File: config.mk
export PLATFORM = sky130hd
export DESIGN_NAME = sram_mem_controller
export DESIGN_NICKNAME = d
export VERILOG_FILES = /design/src/rtl/sram_mem_controller.sv
export SDC_FILE = /design/constraint.sdc
export NUM_CORES = 1
export LEC_CHECK = 0
export ABC_AREA = 1
export BUFFER_PORTS_ARGS = -buffer_cell sky130_fd_sc_hd__buf_2
export CAP_MARGIN = 40
export CORE_ASPECT_RATIO = 0.8
export CORE_MARGIN = 1.5
export CORE_UTILIZATION = 45
export DETAILED_ROUTE_END_ITERATION = 10
export GPL_TIMING_DRIVEN = 0
export PLACE_DENSITY_LB_ADDON = 0.15
export SYNTH_ARGS = -nofsm -noshare
export SYNTH_HDL_FRONTEND = slang
export SYNTH_SLANG_ARGS = --single-unit
File: constraint.sdc
create_clock -name clk -period 1.8 [get_ports clk]
set_input_delay 0.45 -clock clk [delete_from_list [all_inputs] [get_ports clk]]
set_output_delay 0.45 -clock clk [all_outputs]
set_load 0.02 [all_outputs]
File: src/rtl/sram_mem_controller.sv
// sram_mem_controller
//   MEM-stage data memory sequencer. It turns a 32-bit load or store from the
//   EX/MEM register into two 16-bit half-accesses on an asynchronous SRAM:
//   the lower half first, then the upper half. Each half lasts WAIT_CYCLES
//   cycles. The pipeline freezes on ~ready, which keeps the request stable
//   until the access completes.
//
// Ports
//   clk, rst                  clock; synchronous active-high reset
//   MEM_R_EN, MEM_W_EN        load / store request (store wins if both set)
//   address, ST_val           byte address and store data
//   ready                     1 = idle with no request, or completion cycle
//   read_data                 loaded word, valid in the completion cycle
//   SRAM_ADDR, SRAM_DQ_out    halfword address and write data (registered)
//   SRAM_DQ_in                read data from the SRAM
//   SRAM_DQ_oe                drive SRAM_DQ_out onto the shared bus
//   SRAM_WE_N, SRAM_OE_N      active-low write strobe / output enable
//   SRAM_CE_N/UB_N/LB_N       held low except while in reset
module sram_mem_controller #(
   parameter int unsigned BASE_ADDR   = 1024,
   parameter int unsigned WAIT_CYCLES = 2
) (
   input  logic        clk,
   input  logic        rst,
   input  logic        MEM_R_EN,
   input  logic        MEM_W_EN,
   input  logic [31:0] address,
   input  logic [31:0] ST_val,
   output logic        ready,
   output logic [31:0] read_data,
   output logic [17:0] SRAM_ADDR,
   output logic [15:0] SRAM_DQ_out,
   input  logic [15:0] SRAM_DQ_in,
   output logic        SRAM_DQ_oe,
   output logic        SRAM_WE_N,
   output logic        SRAM_OE_N,
   output logic        SRAM_CE_N,
   output logic        SRAM_UB_N,
   output logic        SRAM_LB_N
);

   typedef enum logic [1:0] {IDLE, LO, HI, DONE} state_t;

   localparam logic [3:0] LAST = 4'(WAIT_CYCLES - 1);

   state_t      state, state_n;
   logic [3:0]  cnt, cnt_n;
   logic        op_wr, op_wr_n;
   logic [16:0] idx, idx_n;
   logic [31:0] st_val, st_val_n;
   logic [31:0] offset;
   logic        req, cnt_last, active_n, hi_n;
   logic        unused_offset_bits;

   assign req      = MEM_R_EN | MEM_W_EN;
   assign offset   = address - BASE_ADDR;
   assign cnt_last = (cnt == LAST);
   assign unused_offset_bits = &{1'b0, offset[31:19], offset[1:0]};

   // The request is not acknowledged in the cycle it is first seen, so ready
   // stays low there even though the state is still IDLE.
   assign ready = (state == DONE) || (state == IDLE && !req);

   always_comb begin
      state_n  = state;
      cnt_n    = cnt + 4'd1;
      op_wr_n  = op_wr;
      idx_n    = idx;
      st_val_n = st_val;
      case (state)
         IDLE: begin
            cnt_n = '0;
            if (req) begin
               state_n  = LO;
               op_wr_n  = MEM_W_EN;
               idx_n    = offset[18:2];
               st_val_n = ST_val;
            end
         end
         LO: if (cnt_last) begin
            state_n = HI;
            cnt_n   = '0;
         end
         HI: if (cnt_last) begin
            state_n = DONE;
            cnt_n   = '0;
         end
         default: begin
            state_n = IDLE;
            cnt_n   = '0;
         end
      endcase
   end

   assign active_n = (state_n == LO) || (state_n == HI);
   assign hi_n     = (state_n == HI);

   always_ff @(posedge clk) begin
      if (rst) begin
         state       <= IDLE;
         cnt         <= '0;
         op_wr       <= 1'b0;
         idx         <= '0;
         st_val      <= '0;
         read_data   <= '0;
         SRAM_ADDR   <= '0;
         SRAM_DQ_out <= '0;
         SRAM_WE_N   <= 1'b1;
         SRAM_OE_N   <= 1'b1;
         SRAM_DQ_oe  <= 1'b0;
         SRAM_CE_N   <= 1'b1;
         SRAM_UB_N   <= 1'b1;
         SRAM_LB_N   <= 1'b1;
      end else begin
         state  <= state_n;
         cnt    <= cnt_n;
         op_wr  <= op_wr_n;
         idx    <= idx_n;
         st_val <= st_val_n;
         // SRAM pins are registered from the next-state values. Each pin is
         // then stable for the whole cycle of the state it belongs to.
         SRAM_ADDR   <= {idx_n, hi_n};
         SRAM_DQ_out <= hi_n ? st_val_n[31:16] : st_val_n[15:0];
         SRAM_WE_N   <= !(active_n && op_wr_n);
         SRAM_OE_N   <= !(active_n && !op_wr_n);
         SRAM_DQ_oe  <= active_n && op_wr_n;
         SRAM_CE_N   <= 1'b0;
         SRAM_UB_N   <= 1'b0;
         SRAM_LB_N   <= 1'b0;
         // Sample each half on the last cycle of its phase. This gives the
         // asynchronous SRAM the full WAIT_CYCLES window to settle.
         if (!op_wr && cnt_last) begin
            if (state == LO) read_data[15:0]  <= SRAM_DQ_in;
            if (state == HI) read_data[31:16] <= SRAM_DQ_in;
         end
      end
   end

endmodule

==> flow_summary.json <==
{
  "htree_levels": 3,
  "cp.arrival_ns": 1.26,
  "final_nets": 859,
  "grt.overflow.total": 0,
  "whs_path_depth": 2,
  "drtIter0Drc": 216,
  "p_clk_share_pct": 28.6,
  "hp-class": "primary input to register",
  "antenna_cells": 0,
  "die-height_um": 93.0,
  "die_w_um": 115,
  "worstMarginPinSlew_ns": 0.593,
  "cts.sink_count": 109,
  "netlist_area_um2": 4560,
  "maxSlewViolCount": 0,
  "drt_pre_antenna_iters": 4,
  "tritoncts": "done",
  "clk_latency_ns": 0.34,
  "dieArea_um2": 10700,
  "synth_top_area_share_pct": 47.9,
  "critPathMaxFanout": 5,
  "synth_area_leader_cell": "dfxtp_1",
  "routed_via_density": 4.60,
  "syn_nets": 701,
  "relSlewSlack_pct": 60.5,
  "place.gp.congestion": 0.862,
  "finalCriticalPeriod_ns": 1.71,
  "ys_seq_area_share_pct": 47.9,
  "grt_pass1_wl_um": 17600,
  "numCtsBuffers": 9,
  "vias": 4175,
  "status": "finished, final reports clean",
  "skew_ns": 0.00679,
  "yosysMostFrequentCell": "nand2_1",
  "num_rows": 32,
  "grt_usage_pct": 20.9,
  "wl_per_cell_um": 12.1,
  "critical_path.endpoint_type": "output port",
  "drcViolationCount": 0,
  "power_frac_seq_pct": 44.0,
  "hold_viol_final": 0,
  "ys.flop_type": "dfxtp_1",
  "drive_gt1_share_pct": 31.6,
  "ant_nets": 0,
  "reg2reg_slack_ns": 0.13,
  "io_pins": 157,
  "clockBufferDepth": 2,
  "internal_power_mw": 4.34,
  "dp_hpwl_um": 8010,
  "area_growth_pct": 28.3,
  "syn_area_per_cell_um2": 7.49,
  "start_util_pct": 46.8,
  "io_buffers": 141,
  "netlist-cell-type-count": 27,
  "combPwrFrac_pct": 27.4,
  "design_area_um2": 5850,
  "grt_pass1_vias": 3884,
  "r2r_end": "SRAM_DQ_out[13]",
  "power_density_nw_per_um2": 1100,
  "fin_util_pct": 60.1,
  "critical_path_class": "register to output port",
  "setup_violations": 0,
  "finalCritPeriodShare_pct": 95.3,
  "fmax_mhz": 583,
  "grt_max_degree": 18,
  "peakVddDrop_mv": 0.782,
  "netlist_instances": 608,
  "hold_buffers": 0,
  "ys_top_cells_by_area": "dfxtp_1 48%, nand2_1 9.9%, inv_1 8.3%, nor2_1 7.2%, o21ai_0 4.9%",
  "leakage_nw": 3.18,
  "async_flop_share_pct": 0,
  "yosys_warnings": 0,
  "rsz0062_at_grt": "no",
  "switchingPower_mw": 2.11,
  "cp-start-kind": "register",
  "antenna_found_initial": 0,
  "drv_cap": 0,
  "p_sw_share_pct": 32.7,
  "drt_wl_total_um": 11000,
  "core-area_um2": 9730,
  "synth_edf_count": 0,
  "cts_root_buffer": "clkbuf_16",
  "required_ns": 1.35,
  "clkTransAtPathRegs_ns": 0.07,
  "synth_commonest_cells": "120 x nand2_1, 109 x dfxtp_1, 101 x inv_1",
  "rr_startpoint": "state[1]",
  "hold_end": "SRAM_ADDR[9]",
  "yosys_register_bits": 109,
  "placed_area_um2": 5450,
  "min-delay-start": "address[10]",
  "r2r.worst_path.cells": 11
}
## timing repair
action                                  CTS  global route
endpoints found under the setup margin   18            18
resized for setup                        13             9
setup buffers                             2             5
pin swaps                                 2             2
## worst max-delay path by stage
stage | cells after the start | end | slack, ns | from
after floorplan | 13 | SRAM_DQ_out[15] | 0.03 | state[0]
after global placement | 13 | SRAM_DQ_out[12] | -0.22 | state[0]
after detailed placement | 13 | SRAM_DQ_out[12] | -0.24 | state[0]
after CTS | 11 | SRAM_DQ_out[13] | 0.004 | state[1]
after global routing | 12 | SRAM_DQ_out[12] | 0.006 | cnt[0]
final | 5 | ready | 0.09 | state[0]
## layout make-up
cell class	instances	area [um2]
Fill cell	909	3880
Sequential cell	109	2190
Multi-Input combinational cell	361	1830
Timing Repair Buffer	148	761
Inverter	107	407
Clock buffer	11	243
Buffer	30	209
Tap cell	136	170
Clock inverter	5	36.3
## sequential cells by signal, indices dropped and copies added, names as in the netlist
register / cells
SRAM_DQ_oe: 1
SRAM_ADDR: 18
read_data: 32
SRAM_DQ_out: 16
st_val: 32
SRAM_WE_N: 1
state: 2
op_wr: 1
cnt: 4
SRAM_LB_N: 1
SRAM_OE_N: 1
## critical path: stages, from the launching register on
cell and delay (ns):
dfxtp_4 0.37, inv_4 0.08, ha_4 0.16, inv_2 0.05
o21ai_2 0.12, buf_4 0.15
## cells by family after synthesis
family / after synthesis / share of synthesized area (%)
XOR/XNOR: 2 / 0.385
flip-flops: 109 / 47.9
adder cells (fa/ha/maj): 9 / 2.47
AO/OA/AOI/OAI: 73 / 8.51
buffers and inverters: 138 / 12.9
AND/OR/NAND/NOR: 277 / 27.8
## power by group through the flow
stage,Sequential [mW],Combinational (mW),Clock (mW)
3_3_place_gp,2.87,1.66,0
3_5_place_dp,2.88,1.69,0
4_1_cts,2.84,1.74,1.91
2_1_floorplan,3.10,0.967,0
5_1_grt,2.87,1.98,2.00
6_report,2.84,1.76,1.84
## metal layers
metal	track usage, %	wire [um]	vias up	share of wire [%]
li1	-	-	2175	-
met3	5.90	702	8	6.4
met4	6.28	95	0	0.86
met5	0	0	-	0
met1	26.4	5070	1860	46
met2	34.5	5140	132	47
## layout by cell type (no fill, tap or decap), types with 9 or more instances in the layout
cell,count
nand3_1,15
nor2_1,87
nand2_2,17
a21oi_1,21
nand4_1,16
o21ai_0,44
inv_1,99
nand3_2,15
clkbuf_16,9
buf_4,13
clkbuf_1,9
dfxtp_1,106
buf_2,148
nand2_1,119
## stage by stage
stage / setup WS (ns) / cells / setup TNS, ns / hold slack (ns) / total power [mW]
floorplan: 0.0268 / 608 / 0 / 0.433 / 4.06
global placement: -0.216 / 885 / -2.35 / 0.446 / 4.53
detailed placement: -0.237 / 885 / -2.72 / 0.449 / 4.57
CTS: 0.00371 / 902 / 0 / 0.282 / 6.49
global route: 0.00555 / 907 / 0 / 0.287 / 6.85
finish: 0.0855 / 907 / 0 / 0.298 / 6.44
(Power assumes the default switching activity.)
